`src/rtl/serv_rf_stream_bridge.sv`:
```
// rtl/serv_rf_stream_bridge.sv - bit-serial register file stream to RAM_W-bit synchronous RAM bridge
// Prefetches rs1/rs2 chunks one window ahead and writes rd chunks one window behind.
module serv_rf_stream_bridge #(
  parameter int RAM_W = 8,
  localparam int AW = 5 + $clog2(32 / RAM_W)
) (
  input  logic             i_clk,
  input  logic             i_rst,
  input  logic             i_rreq,
  input  logic             i_wreq,
  output logic             o_ready,
  input  logic [4:0]       i_rs1_addr,
  input  logic [4:0]       i_rs2_addr,
  input  logic [4:0]       i_rd_addr,
  input  logic             i_wen,
  input  logic             i_wdata,
  output logic             o_rs1,
  output logic             o_rs2,
  output logic [AW-1:0]    o_ram_addr,
  output logic             o_ram_ren,
  output logic             o_ram_wen,
  output logic [RAM_W-1:0] o_ram_wdata,
  input  logic [RAM_W-1:0] i_ram_rdata
);
  localparam int NW = 32 / RAM_W;
  localparam int CW = $clog2(NW);
  localparam int LW = $clog2(RAM_W);

  localparam logic [1:0] IDLE = 2'd0;
  localparam logic [1:0] PRE  = 2'd1;
  localparam logic [1:0] RUN  = 2'd2;
  localparam logic [1:0] TAIL = 2'd3;

  logic [1:0]       state_q, state_d;
  logic [5:0]       cnt_q, cnt_d;
  logic             pend_q, pend_d;
  logic [4:0]       rs1_q, rs1_d, rs2_q, rs2_d, rd_q, rd_d;
  logic             wen_q, wen_d;
  logic [1:0]       last_rd_q, last_rd_d;
  logic [RAM_W-1:0] pre1_q, pre1_d, pre2_q, pre2_d;
  logic [RAM_W-1:0] sh1_q, sh1_d, sh2_q, sh2_d;
  logic [RAM_W-1:0] wsh_q, wsh_d, wbuf_q, wbuf_d;

  logic             req, accept, last_pos, rd_sel1;
  logic             ram_ren, ram_wen;
  logic [4:0]       ram_reg;
  logic [5:0]       ram_chunk, win;
  logic [LW-1:0]    pos;
  logic [10:0]      addr_full;

  always_comb begin
    req      = i_rreq | i_wreq;
    pos      = cnt_q[LW-1:0];
    win      = cnt_q >> LW;
    last_pos = (pos == LW'(RAM_W - 1));
    accept   = ((state_q == IDLE) && req) ||
               ((state_q == TAIL) && (cnt_q == 6'd34) && (pend_q || req));

    // Slot schedule: reads of the next chunk lead each window, write-back of the previous chunk follows.
    ram_ren   = 1'b0;
    ram_wen   = 1'b0;
    ram_reg   = 5'd0;
    ram_chunk = 6'd0;
    rd_sel1   = 1'b0;
    if (state_q == PRE) begin
      if (cnt_q == 6'd0) begin
        ram_ren = 1'b1;
        ram_reg = rs1_q;
        rd_sel1 = 1'b1;
      end else if (cnt_q == 6'd1) begin
        ram_ren = 1'b1;
        ram_reg = rs2_q;
      end
    end else if ((state_q == RUN) && (win < 6'(NW - 1))) begin
      if (pos == LW'(0)) begin
        ram_ren   = 1'b1;
        ram_reg   = rs1_q;
        ram_chunk = win + 6'd1;
        rd_sel1   = 1'b1;
      end else if (pos == LW'(1)) begin
        ram_ren   = 1'b1;
        ram_reg   = rs2_q;
        ram_chunk = win + 6'd1;
      end
    end
    if (((state_q == RUN) || (state_q == TAIL)) && (pos == LW'(2)) && (win != 6'd0) &&
        wen_q && (rd_q != 5'd0)) begin
      ram_wen   = 1'b1;
      ram_reg   = rd_q;
      ram_chunk = win - 6'd1;
    end
    addr_full = ({6'd0, ram_reg} << CW) | {5'd0, ram_chunk};

    state_d   = state_q;
    cnt_d     = cnt_q;
    pend_d    = pend_q;
    rs1_d     = rs1_q;
    rs2_d     = rs2_q;
    rd_d      = rd_q;
    wen_d     = wen_q;
    sh1_d     = sh1_q;
    sh2_d     = sh2_q;
    wsh_d     = wsh_q;
    wbuf_d    = wbuf_q;
    last_rd_d = {ram_ren & ~rd_sel1, ram_ren & rd_sel1};
    pre1_d    = last_rd_q[0] ? i_ram_rdata : pre1_q;
    pre2_d    = last_rd_q[1] ? i_ram_rdata : pre2_q;

    case (state_q)
      PRE: begin
        if (cnt_q == 6'd2) begin
          // rs2 chunk 0 is still on the RAM bus this cycle, so take it directly.
          state_d = RUN;
          cnt_d   = 6'd0;
          sh1_d   = pre1_q;
          sh2_d   = i_ram_rdata;
        end else begin
          cnt_d = cnt_q + 6'd1;
        end
      end
      RUN: begin
        sh1_d = sh1_q >> 1;
        sh2_d = sh2_q >> 1;
        wsh_d = {i_wdata, wsh_q[RAM_W-1:1]};
        if (cnt_q == 6'd0) wen_d = i_wen;
        if (last_pos) begin
          wbuf_d = wsh_d;
          if (cnt_q != 6'd31) begin
            sh1_d = pre1_q;
            sh2_d = pre2_q;
          end
        end
        if (cnt_q == 6'd31) state_d = TAIL;
        cnt_d = cnt_q + 6'd1;
      end
      TAIL: begin
        cnt_d = cnt_q + 6'd1;
        if (cnt_q == 6'd34) state_d = IDLE;
      end
      default: ;
    endcase

    if (req && (state_q != IDLE)) pend_d = 1'b1;
    if (accept) begin
      state_d = PRE;
      cnt_d   = 6'd0;
      pend_d  = 1'b0;
      rs1_d   = i_rs1_addr;
      rs2_d   = i_rs2_addr;
      rd_d    = i_rd_addr;
    end
  end

  always_ff @(posedge i_clk) begin
    if (i_rst) begin
      state_q   <= IDLE;
      cnt_q     <= 6'd0;
      pend_q    <= 1'b0;
      rs1_q     <= 5'd0;
      rs2_q     <= 5'd0;
      rd_q      <= 5'd0;
      wen_q     <= 1'b0;
      last_rd_q <= 2'd0;
      pre1_q    <= '0;
      pre2_q    <= '0;
      sh1_q     <= '0;
      sh2_q     <= '0;
      wsh_q     <= '0;
      wbuf_q    <= '0;
    end else begin
      state_q   <= state_d;
      cnt_q     <= cnt_d;
      pend_q    <= pend_d;
      rs1_q     <= rs1_d;
      rs2_q     <= rs2_d;
      rd_q      <= rd_d;
      wen_q     <= wen_d;
      last_rd_q <= last_rd_d;
      pre1_q    <= pre1_d;
      pre2_q    <= pre2_d;
      sh1_q     <= sh1_d;
      sh2_q     <= sh2_d;
      wsh_q     <= wsh_d;
      wbuf_q    <= wbuf_d;
    end
  end

  assign o_ready     = (state_q == PRE) && (cnt_q == 6'd2);
  assign o_rs1       = (state_q == RUN) && (rs1_q != 5'd0) && sh1_q[0];
  assign o_rs2       = (state_q == RUN) && (rs2_q != 5'd0) && sh2_q[0];
  assign o_ram_ren   = ram_ren;
  assign o_ram_wen   = ram_wen;
  assign o_ram_addr  = addr_full[AW-1:0];
  assign o_ram_wdata = wbuf_q;
endmodule
```
`config.mk`:
```
export PLATFORM = sky130hd
export DESIGN_NAME = serv_rf_stream_bridge
export DESIGN_NICKNAME = d
export VERILOG_FILES = /design/src/rtl/serv_rf_stream_bridge.sv
export SDC_FILE = /design/constraint.sdc
export NUM_CORES = 1
export LEC_CHECK = 0
export ABC_AREA = 1
export CAP_MARGIN = 20
export CORE_UTILIZATION = 40
export CTS_BUF_LIST = sky130_fd_sc_hd__clkbuf_16
export CTS_CLUSTER_SIZE = 12
export DETAILED_ROUTE_END_ITERATION = 10
export PLACE_DENSITY = 0.62
export SYNTH_ARGS = -nofsm -noshare
export SYNTH_HDL_FRONTEND = slang
export SYNTH_SLANG_ARGS = --single-unit
```
`constraint.sdc`:
```
create_clock -name i_clk -period 2 [get_ports i_clk]
set_input_delay 0.4 -clock i_clk [delete_from_list [all_inputs] [get_ports i_clk]]
set_output_delay 0.4 -clock i_clk [all_outputs]
set_load 0.02 [all_outputs]
```
# After elaboration in Yosys (flattened, before gate mapping)
# Cells that the tools add are included.
[totals]
input_bits = 29
word_cells = 115
register_bits = 75
output_inout_bits = 20
[op_classes]
n_mux = 38
n_eq_ne = 17
add_sub_neg = 3
bitwise_logic = 5
magnitude_cmp = 1
reduce_logical = 36
[op_table]
columns = ["cell", "n"]
rows = [
  ["8-bit two-way mux", 6],
  ["5-bit two-way mux", 7],
  ["8-bit case mux with 2 select lines", 2],
  ["6-bit two-way mux", 3],
  ["5-bit nonzero test", 3],
  ["1-bit logical AND", 14],
  ["1-bit two-way mux", 12],
  ["4-bit two-way mux", 3],
  ["6-bit case mux with 2 select lines", 1],
  ["4-bit AND reduction", 2],
  ["7-bit by 6-bit OR with 7-bit output", 1],
  ["6-bit by 1-bit adder with 6-bit output (second input constant)", 1],
  ["6-bit by 1-bit == test with 1-bit output (second input constant)", 1],
  ["6-bit by 2-bit == test with 1-bit output (second input constant)", 1],
  ["6-bit by 5-bit == test with 1-bit output (second input constant)", 1],
  ["6-bit == test (second input constant)", 1],
  ["6-bit logical NOT", 1],
  ["2-bit two-way mux", 3],
  ["3-bit != test (second input constant)", 2],
  ["6-bit by 5-bit != test with 1-bit output (second input constant)", 1],
  ["2-bit case mux with 3 select lines", 1],
  ["2-bit AND reduction", 3],
  ["2-bit nonzero test", 3],
  ["6-bit nonzero test", 1],
  ["other kinds (20)", 26],
]

# Longest topological paths before layout
[depth]
depth_word = 8
depth_mapped = 12
mapped_depth_nobuf = 11

# Least setup slack after synthesis
# Ideal clock, no wire load.
[synth_timing]
kind = "flip-flop to output port"
from = "reg state_q[0]"
to = "out o_ram_addr[0]"
path_stages_with_launch = 9
path_slack_ns = -0.113
required_time_ns = 1.600
t_arrival_ns = 1.713
path_buffers = 0
path_cell_list = "dfxtp_1 -> inv_1 -> ha_1 -> nor2_1 -> nor2_1 -> nand3_1 -> inv_1 -> nor2_1 -> nor2_1"
[synth_via]
elab_chain_len = 8
elab_cells_between_ends = 13
classes_between = "eq/ne (3); mux (3); bitwise (1); reduce/logical (6)"
[synth_lines]
columns = ["item", "line", "rtl"]
rows = [
  ["from (decl)", "34", "logic [1:0] state_q, state_d;"],
  ["from (signal assigned)", "171", "state_q <= state_d;"],
  ["2-bit == test (on tied branches)", "74, 86", ""],
  ["1-bit logical OR", "86", "if (((state_q == RUN) || (state_q == TAIL)) && (pos == LW'(2)) && (win != 6'd0) &&"],
  ["1-bit logical AND (3 in a row)", "86", ""],
  ["1-bit logical AND", "87", "wen_q && (rd_q != 5'd0)) begin"],
  ["6-bit two-way mux *", "86", ""],
  ["7-bit by 6-bit OR with 7-bit output *", "92", "addr_full = ({6'd0, ram_reg} << CW) | {5'd0, ram_chunk};"],
  ["to (decl)", "19", "output logic [AW-1:0] o_ram_addr,"],
]
# Mark *: on every way between the ends. The rest lies on a longest branch, timed or not.

# Worst setup path after layout
[layout_timing]
from = "reg cnt_q[0]"
to = "out o_ram_addr[6]"
[layout_via]
elab_chain_len = 7
elab_cells_between_ends = 17
classes_between = "eq/ne (3); mux (7); bitwise (1); reduce/logical (6)"
[layout_lines]
columns = ["item", "line", "rtl"]
rows = [
  ["from (decl)", "35", "logic [5:0] cnt_q, cnt_d;"],
  ["from (signal assigned)", "172", "cnt_q <= cnt_d;"],
  ["3-bit by 1-bit == test with 1-bit output / 3-bit by 2-bit == test with 1-bit output (equally long branches)", "80, 86", ""],
  ["5-bit two-way mux / 1-bit logical AND (equally long branches)", "80, 86", ""],
  ["5-bit two-way mux / 1-bit logical AND (equally long branches)", "75, 86", ""],
  ["5-bit two-way mux / 1-bit logical AND (equally long branches)", "74, 86", ""],
  ["5-bit two-way mux / 1-bit logical AND (equally long branches)", "65, 87", ""],
  ["5-bit two-way mux *", "86", ""],
  ["7-bit by 6-bit OR with 7-bit output *", "92", ""],
]
# Marked as above.

==> results.md <==
* Status: complete, but fails checks
* Failing checks: setup timing
* Latest clock arrival within the worst-skew pair at around 320 ps
* Slowest CP cell: dfxtp_2
* Max Clk Rate at 0.4664 GHz
* Ys flop type: dfxtp_1
* WP buf/inv at 3
* Layout Cells excl Fill at 686
* Min Tclk post-route at ~2100 ps
* Root Driver: clkbuf_16
* Via/cell ratio at between 4 and 5
* Final hold violation count at 0
* Syn-to-layout area delta at 37.88%
* Post-synth top area cell: dfxtp_1
* Routability Congestion at roughly 0.85
* Die outline area at 9325 um^2
* Site row count at 34
* Antenna diodes at 0
* Post-DP Area at 4420 um^2
* Synth area leaders: dfxtp_1 (41%), o21ai_0 (9.4%), a21oi_1 (7.8%), nor2_1 (6.9%), nand2_1 (6.0%)
* Crit. End Element: output port
* Initial drt markers at approximately 100
* Power per cell area at ~1300 nW/um^2
* Reg clk slew, reported paths at roughly 60 ps
* First-pass GRT wire length at between 10,000 and 15,000 um
* Number of cells on the critical path at 8
* Reg-to-reg slack, setup at between 100 and 150 ps
* # setup viols final at 8
* TritonCTS clock tree: yes
* Remaining DRCs at 0
* Nets at slightly above 600
* # IOs at 49
* Fin crit share at 107.2%
* Worst path max stage delay at between 300 and 400 ps
* Synth Cell Area at roughly 3600 um^2
* Cts hold-fix bufs at 0
* Worst path most repeated cell: buf_4
* Number of distinct library cells after synthesis at 33
* Mapped Avg Cell Area at about 7.5 um^2
* CORE AREA at slightly below 9000 um^2
* Crit path launch type: flip-flop
* WP data required at 1600 ps
* CP max FO at 6
* Die Span X at about 97 um
* Arrival time of the worst setup path at 1740 ps
* Die height at slightly below 100 um
* Layout cells sized above 1 at about a quarter
* CP startpoint: cnt_q[0]
* Max Cap Viol at 0
* Fill cells at slightly above 800
* Clk_skew at around 4.5 ps
* Worst min-delay path class: flip-flop to flip-flop
* CP delay by family, top: buffers and inverters
* Clk sinks at between 70 and 80
* Number of port buffers at between 40 and 50
* Vias at 3,383
* Clock Path Buffers at 2
* Global route total overflow at 0
* Critical Path End: o_ram_addr[6]
* RSZ-0062 raised after global routing: yes
* Largest net degree at the start of global routing at 36
* Wire per inst at around 13 um
* Most common cell in the netlist: dfxtp_1
* Synth async-reset ratio at 0%
* R2r startpoint: cnt_q[0]
* Sequence of cells on the critical path: inv_2 > ha_1 > nand2_2 > nor2_2 > nand3_2 > buf_4 > o22ai_1 > buf_4
* Starting Density at 41.22%
* Cells after synthesis at ~480
* Wirelength, routed at between 8000 and 9000 um
* YS warnings at 0
* Final HPWL from detailed placement at 6205 um
* R2r endpoint: sh2_q[7]
* Register area share after synthesis at between 40% and 50%
* Slew Viols, Final at 0
* Hold path start: pre2_q[6]
* Vias in the first global route at roughly 3.2k
* Slew headroom at about 74%
* Antenna viol nets, final at 0
* CTS Buf Count at 9
* Initial antenna violation count at 0
* Synth Register Bits at 74
* Worst-Margin Slew at between 300 and 400 ps
* Synth top cells by count: dfxtp_1 (74), o21ai_0 (67), nor2_1 (66), nand2_1 (57), a21oi_1 (56)
* R2R depth at 11
* Post-synth EDFFs at 0
* Synth top area share at between 40 and 50%
* DR pass1 iterations at 4
* Post-route cell area at a little under 5000 um^2
* Worst Slack Setup Final at -143.9 ps
* Critical path class: flip-flop to output port
* Max IR drop VDD at around 0.00069 V
* Total track usage at between 10% and 20%
* Syn_nets at ~520
* H-tree depth at 3
* Cell count after placement at 659
* P_leak at between 2 and 2.5 nW
==> where the power goes <==
part           total, W  leakage [nW]  switching (W)  internal, W
clock network   0.00160         0.146       0.000623     0.000973
logic           0.00247          1.33        0.00138      0.00110
registers       0.00210         0.607       0.000233      0.00187
==> worst min path at each step <==
stage,depth (start not counted),slack (ps),to
floorplan,1,420,pre1_q[7]
global placement,2,430,pre2_q[6]
detailed placement,2,440,pre2_q[6]
CTS,2,440,pre2_q[6]
global route,2,470,pre1_q[1]
finish,2,450,pre2_q[6]
==> cells by family after synthesis <==
kind of cell	share of synthesized area [%]
and+or+nand+nor	20.64
AOI/OAI and AO/OA	21.48
DFF	41.41
buffers and inverters	9.899
adders and majority gates	5.596
xor gates and xnor gates	0.9793
==> worst reg2reg max path, delay by kind of cell, from the launching register on <==
| family | cells | cell delay (ps) |
|---|---|---|
| adder cells (fa/ha/maj) | 2 | 500 |
| buffers and inverters | 4 | 460 |
| flip-flops | 1 | 330 |
| AO/OA/AOI/OAI | 3 | 280 |
| AND/OR/NAND/NOR | 2 | 200 |
==> registers in the layout, indices dropped and copies added (netlist names), 2 cells and up <==
signal       count
wsh_q            7
rd_q             5
o_ram_wdata      8
sh2_q            8
cnt_q            6
pre1_q           8
rs1_q            5
sh1_q            8
rs2_q            5
last_rd_q        2
state_q          2
pre2_q           8
==> what timing repair did <==
| action | CTS | global route |
|---|---|---|
| pin swaps | 8 | 10 |
| setup buffers | 5 | 6 |
| setup endpoints to repair | 12 | 14 |
| gates resized for setup | 81 | 33 |
==> per-stage QoR <==
stage                     setup slack [ps]  hold WS, ps  setup TNS (ps)  util (%)  power (W)
after floorplan                     -66.11        422.3          -371.2         -   0.003496
after global placement              -368.9        431.6           -2738     50.94   0.004214
after detailed placement            -392.3        435.1           -3118     50.94   0.004265
after CTS                           -122.2        444.3          -808.9     55.20   0.006017
after global routing                -239.5        474.5           -1637     56.83   0.006607
final                               -143.9        447.4          -695.8     56.83   0.006173
==> placed cells by master (no fill, tap or decap), types with 4 or more instances in the layout <==
cell / n
dfxtp_1: 70
a21oi_1: 56
nand2_2: 13
nor2_2: 9
inv_1: 36
o21ai_1: 7
nand3_1: 13
o21ai_2: 5
ha_1: 12
inv_2: 10
buf_6: 8
o211ai_2: 4
xor2_1: 4
nand2_1: 55
nor2_1: 57
o21ai_0: 63
a211oi_1: 4
nor3_1: 4
clkbuf_16: 9
buf_4: 57
clkdlybuf4s50_1: 36
==> per-layer routing <==
metal | up-vias | GRT usage (%) | part of all wire [%]
li1 | 1762 | - | -
met1 | 1560 | 24.98 | 47
met2 | 59 | 33.22 | 49
met3 | 2 | 5.399 | 4.1
met4 | 0 | 4.044 | 0.34
met5 | - | 0 | 0
==> cell type report <==
class,count,area [um^2],area share (%)
repair buffers,107,953.4,19.33
inverters,51,198.9,4.033
flip-flops and latches,74,1491,30.24
clock buffers,9,225.2,4.566
well taps,108,135.1,2.740
multi-input cells,330,1851,37.52
clock inverters,7,77.57,1.573
No activity file was read; power rests on OpenSTA's default activity.
